**src/rtl/imu_pkg.sv**
```systemverilog
// Shared types and default timing for the IMU SPI arbiter.
package imu_pkg;

    typedef enum logic [2:0] {
        ST_IDLE,
        ST_START,
        ST_BUSY,
        ST_DRAIN,
        ST_GAP
    } arb_state_t;

    // 20 us of bus silence at 125 MHz between register transactions
    localparam logic [15:0] GAP_CYCLES_DEF     = 16'd2500;
    // 2 ms ceiling on a single granted transaction
    localparam logic [19:0] TIMEOUT_CYCLES_DEF = 20'd250000;
    localparam logic [3:0]  MAX_DEFER_DEF      = 4'd4;

    // one counter serves both GAP and timeout, so it is sized for the larger
    localparam int TMR_W = 20;

    localparam logic OWN_SAMPLER = 1'b0;
    localparam logic OWN_HOST    = 1'b1;

    typedef struct packed {
        logic [7:0] idx;
        logic [7:0] len;
        logic [7:0] start_word;
    } reg_desc_t;

endpackage

```
**src/rtl/imu_arb_timer.sv**
```systemverilog
// Free-running cycle counter with clear, enable and terminal-count compare.
module imu_arb_timer
    import imu_pkg::*;
(
    input  logic             c,
    input  logic             rst_n,
    input  logic             clr,
    input  logic             en,
    input  logic [TMR_W-1:0] term,
    output logic             hit
);

    logic [TMR_W-1:0] cnt;

    // count enabled cycles; clear wins so every state starts from zero
    always_ff @(posedge c) begin
        if (!rst_n || clr) begin
            cnt <= '0;
        end else if (en) begin
            cnt <= cnt + 1'b1;
        end
    end

    assign hit = en && (cnt == term);

endmodule

```
**src/rtl/imu_spi_arbiter.sv**
```systemverilog
// Two-requester arbiter (sampler, host) in front of one shared SPI register
// reader, with bounded host starvation, a transaction timeout and a forced
// idle gap between transactions.
module imu_spi_arbiter
    import imu_pkg::*;
#(
    parameter logic [15:0] GAP_CYCLES     = GAP_CYCLES_DEF,
    parameter logic [19:0] TIMEOUT_CYCLES = TIMEOUT_CYCLES_DEF,
    parameter logic [3:0]  MAX_DEFER      = MAX_DEFER_DEF
) (
    input  logic        c,
    input  logic        rst_n,
    // sampler
    input  logic        s_req,
    input  logic [7:0]  s_idx,
    input  logic [7:0]  s_len,
    input  logic [7:0]  s_start_word,
    output logic        s_done,
    output logic        s_err,
    output logic        s_dv,
    output logic [31:0] s_d,
    // host configuration path
    input  logic        h_req,
    input  logic [7:0]  h_idx,
    input  logic [7:0]  h_len,
    input  logic [7:0]  h_start_word,
    output logic        h_done,
    output logic        h_err,
    output logic        h_dv,
    output logic [31:0] h_d,
    // shared register reader
    output logic        rr_start,
    output logic [7:0]  rr_idx,
    output logic [7:0]  rr_len,
    output logic [7:0]  rr_start_word,
    input  logic        rr_done,
    input  logic        rr_dv,
    input  logic [31:0] rr_d,
    // status
    output logic        busy,
    output logic        owner
);

    localparam logic [TMR_W-1:0] GAP_TERM =
        (GAP_CYCLES == 16'd0) ? '0 : TMR_W'(GAP_CYCLES - 16'd1);
    localparam logic [TMR_W-1:0] TMO_TERM =
        (TIMEOUT_CYCLES == 20'd0) ? '0 : TMR_W'(TIMEOUT_CYCLES - 20'd1);

    arb_state_t       state, state_nx;
    reg_desc_t        desc_q;
    logic             owner_q;
    logic [3:0]       defer_cnt;
    logic             rr_start_q;
    logic             grant_host;
    logic             tmr_clr, tmr_en, tmr_hit;
    logic [TMR_W-1:0] tmr_term;

    // host wins alone, or when the sampler has already beaten it MAX_DEFER times
    assign grant_host = h_req && (!s_req || (defer_cnt == MAX_DEFER));

    // state register, grant latch, starvation counter and the start strobe
    always_ff @(posedge c) begin
        if (!rst_n) begin
            state      <= ST_IDLE;
            desc_q     <= '0;
            owner_q    <= OWN_SAMPLER;
            defer_cnt  <= '0;
            rr_start_q <= 1'b0;
        end else begin
            state      <= state_nx;
            // start is registered out of START, giving req-to-start of 2 cycles
            rr_start_q <= (state == ST_START);
            if (state == ST_IDLE && (s_req || h_req)) begin
                owner_q <= grant_host;
                desc_q  <= grant_host ? reg_desc_t'{h_idx, h_len, h_start_word}
                                      : reg_desc_t'{s_idx, s_len, s_start_word};
                if (grant_host) begin
                    defer_cnt <= '0;
                end else if (h_req && defer_cnt != MAX_DEFER) begin
                    defer_cnt <= defer_cnt + 1'b1;
                end
            end
        end
    end

    // next state and completion strobes; rr_done on the timeout cycle counts as success
    always_comb begin
        state_nx = state;
        s_done   = 1'b0;
        h_done   = 1'b0;
        s_err    = 1'b0;
        h_err    = 1'b0;
        case (state)
            ST_IDLE:  if (s_req || h_req) state_nx = ST_START;
            ST_START: state_nx = ST_BUSY;
            ST_BUSY: begin
                if (rr_done || tmr_hit) begin
                    s_done   = (owner_q == OWN_SAMPLER);
                    h_done   = (owner_q == OWN_HOST);
                    s_err    = (owner_q == OWN_SAMPLER) && !rr_done;
                    h_err    = (owner_q == OWN_HOST) && !rr_done;
                    state_nx = rr_done ? ST_GAP : ST_DRAIN;
                end
            end
            ST_DRAIN: if (rr_done) state_nx = ST_GAP;
            ST_GAP:   if (tmr_hit) state_nx = ST_IDLE;
            default:  state_nx = ST_IDLE;
        endcase
    end

    // the timer restarts on every state change so BUSY and GAP both begin at zero
    assign tmr_clr  = (state_nx != state);
    assign tmr_en   = (state == ST_BUSY) || (state == ST_GAP);
    assign tmr_term = (state == ST_GAP) ? GAP_TERM : TMO_TERM;

    imu_arb_timer u_timer (
        .c     (c),
        .rst_n (rst_n),
        .clr   (tmr_clr),
        .en    (tmr_en),
        .term  (tmr_term),
        .hit   (tmr_hit)
    );

    assign rr_start      = rr_start_q;
    assign rr_idx        = desc_q.idx;
    assign rr_len        = desc_q.len;
    assign rr_start_word = desc_q.start_word;

    // data fans out unconditionally; only the owner's valid is opened, and only in BUSY
    assign s_d  = rr_d;
    assign h_d  = rr_d;
    assign s_dv = rr_dv && (state == ST_BUSY) && (owner_q == OWN_SAMPLER);
    assign h_dv = rr_dv && (state == ST_BUSY) && (owner_q == OWN_HOST);

    assign busy  = (state != ST_IDLE);
    assign owner = owner_q;

endmodule

```
**config.mk**
```make
export PLATFORM = sky130hd
export DESIGN_NAME = imu_spi_arbiter
export DESIGN_NICKNAME = d
export VERILOG_FILES = /design/src/rtl/imu_pkg.sv /design/src/rtl/imu_arb_timer.sv /design/src/rtl/imu_spi_arbiter.sv
export SDC_FILE = /design/constraint.sdc
export NUM_CORES = 1
export LEC_CHECK = 0
export CORE_MARGIN = 5
export CORE_UTILIZATION = 39
export CTS_CLUSTER_SIZE = 14
export DETAILED_ROUTE_END_ITERATION = 10
export PLACE_DENSITY = 0.82
export SLEW_MARGIN = 30
export SYNTH_ARGS = -nofsm -noshare
export SYNTH_HDL_FRONTEND = slang
export SYNTH_SLANG_ARGS = --single-unit
```
**constraint.sdc**
```tcl
create_clock -name c -period 2.9 [get_ports c]
set_input_delay 0.58 -clock c [delete_from_list [all_inputs] [get_ports c]]
set_output_delay 0.58 -clock c [all_outputs]
set_load 0.02 [all_outputs]
```
==> metrics.yaml <==
global_route:
  grt_usage: 0.1486
  grt_max_degree: 49
  grt_pass1_vias: 2595
  antenna_found_initial: 0
  grt_overflow: 0
  grt_pass1_wl_microns: 12290
route:
  first_pass_iters: 4
  dr.first_iter.drc_count: 130
  drc: 0
  drt-total-wl_microns: 7499
  dr_total_vias: 2618
  detail-route-antenna-nets: 0
  wl_per_cell_microns: 15.21
  viasPerCell: 5.310
placement:
  port_buffers: 86
  dpl.hpwl_microns: 5522
  place_ws_ns: -0.05144
  gp_congestion: 0.8566
final_layout:
  synthToLayoutAreaGrowth_pct: 22.27
  layout_common_cells: "82 x clkdlybuf4s50_1, 52 x dfxtp_1, 30 x o21ai_0"
  post-route-util: 0.4963
  num-fill-cells: 695
  layout-drive-gt1-share: 0.1330
  mostFrequentLayoutCell: "clkdlybuf4s50_1"
  finalNetCount: 479
  diodes: 0
flow_run:
  maxCapViolations: 0
sta:
  finalCriticalPeriod_ns: 2.830
  worst_slack_ns: 0.07035
  clock_skew_ns: 0.007871
  relSlewSlack: 0.6732
  finalHoldViolations: 0
  fmaxAchievable_ghz: 0.3534
  hold-worst-slack_ns: 0.4922
  final-setup-viol-count: 0
  finalMaxSlewViolations: 0
  worst_slew_pin_slew_ns: 0.4867
  fin_crit_sh: 0.9757
  grt_setup_unrepaired: "no"
power_and_ir_drop:
  vdd_drop_max_mv: 0.3413
  p_leak_nw: 1.331
  power.density_mw_per_mm2: 621.1
  power.total_mw: 2.407
critical_path:
  cp-start-kind: "register"
  path_max_fanout: 4
  crit_path_end_kind: "primary output"
  cp.arrival_ns: 2.25
  crit_type: "register to primary output"
  crit_required_ns: 2.32
die:
  chipWidth_microns: 100.1
  die-area_sq_mm: 0.01003
  rows: 32
  io_pins: 183
  die_h_microns: 100.1
  initial_core_util: 0.4059
  core_sq_mm: 0.007807
logic_synthesis:
  ys_types: 52
  avgSynthCellArea_sq_um: 8.779
  seq_area_frac_synth: 0.3348
  synth_ff_type: "dfxtp_1"
  syn_area_sq_mm: 0.003169
  synthArstFlopShare: 0
  syn_inst: 361
  yosysWarningCount: 0
  synth_edf_count: 0
  yosys_register_bits: 53
  synth_fp_nets: 450
clock_network:
  h-tree-depth: 2
  cts-resized-gates: 14
  post_cts_buffers: 0
  clockRootBuffer: "clkbuf_8"
  cts.sinks: 53
  clock_path_buffers: 2
  cts.reportedPaths.clkPinSlew_ns: 0.10
  numCtsBuffers: 5
  postCtsHoldBufs: 0
  cts_tree: "yes"
  clk_latency_ns: 0.31
hold_path:
  hold_path.class: "register to register"
status:
  status: "finished, final reports clean"
report_power, final:
part / switching [mW] / total, mW / internal (mW)
combinational: 0.532 / 0.942 / 0.410
clock: 0.261 / 0.548 / 0.287
sequential: 0.0660 / 0.917 / 0.851
total: 0.859 / 2.41 / 1.55
worst paths after layout:
kind,cells past startpoint,from,slack [ns],endpoint
hold / removal,2,defer_cnt[3],0.49,defer_cnt[3]
hold reg to reg,2,defer_cnt[3],0.49,defer_cnt[3]
setup / recovery,5,u_timer.cnt[6],0.07,h_done
setup reg to reg,7,state[0],0.87,rr_len[0]
metal layers:
layer	routed length, microns	track usage	share of wire	vias up
met5	0	0	0	-
met4	109	0.04249	0.015	0
met3	842	0.07227	0.11	19
met2	3386	0.2355	0.45	103
met1	3161	0.1788	0.42	1206
li1	-	-	-	1290
flip-flops by register name, summed over array words and instances (netlist names):
| signal | flops |
|---|---|
| rr_start_word | 8 |
| rr_idx | 8 |
| rr_start | 1 |
| state | 3 |
| owner | 1 |
| rr_len | 8 |
| u_timer.cnt | 20 |
| defer_cnt | 4 |
kinds of logic (layout without fill, tap and decap cells):
| kind of cell | count (synthesis) | count (layout) | synth area share |
|---|---|---|---|
| xor gates and xnor gates | 11 | 11 | 0.03277 |
| DFF | 53 | 53 | 0.3348 |
| buffers and inverters | 95 | 125 | 0.1934 |
| AOI/OAI and AO/OA | 87 | 87 | 0.1773 |
| muxes | 25 | 25 | 0.07896 |
| adders and majority gates | 3 | 3 | 0.01184 |
| and+or+nand+nor | 87 | 87 | 0.1709 |
Yosys cell counts, types with 3 or more instances:
cell type	number	share of area
or4_1	7	0.017
ha_1	3	0.012
inv_1	11	0.013
a21oi_1	28	0.044
nor3_1	15	0.024
nor2_1	10	0.012
nand2b_1	3	0.0059
nand2_1	8	0.0095
xor2_1	4	0.011
nor3b_1	3	0.0071
o21ai_0	30	0.047
nand3_1	6	0.0095
buf_4	64	0.15
dfxtp_1	53	0.33
or3_1	3	0.0059
nor4b_1	3	0.0083
mux2i_1	25	0.079
nand4_1	8	0.016
o31ai_1	8	0.019
a211oi_1	10	0.024
xnor2_1	6	0.017
buf_2	7	0.011
clkbuf_1	11	0.013
metrics by stage:
stage / std cells / instance area [sq um] / setup TNS [ns]
floorplan: 361 / 3169 / 0
global placement: 485 / 3767 / 0
detailed placement: 485 / 3767 / -0.08341
CTS: 493 / 3882 / 0
global route: 493 / 3875 / 0
finish: 493 / 3875 / 0
layout make-up:
type,instances,area (sq um),area share
clock inverter,2,41.29,0.01066
multi-input combinational,213,1514,0.3907
sequential,53,1062,0.2741
tap,102,127.6,0.03293
clock buffer,6,82.58,0.02131
inverter,11,41.29,0.01066
timing repair buffer,106,1006,0.2596
worst max-delay path: stages (launching register included):
cell and delay [ns]:
dfxtp_1 0.33, or3b_1 0.37, or4_4 0.44, a21o_4 0.25, a2111oi_4 0.36, buf_4 0.20
Note: power is estimated with default switching activity, not from simulation.
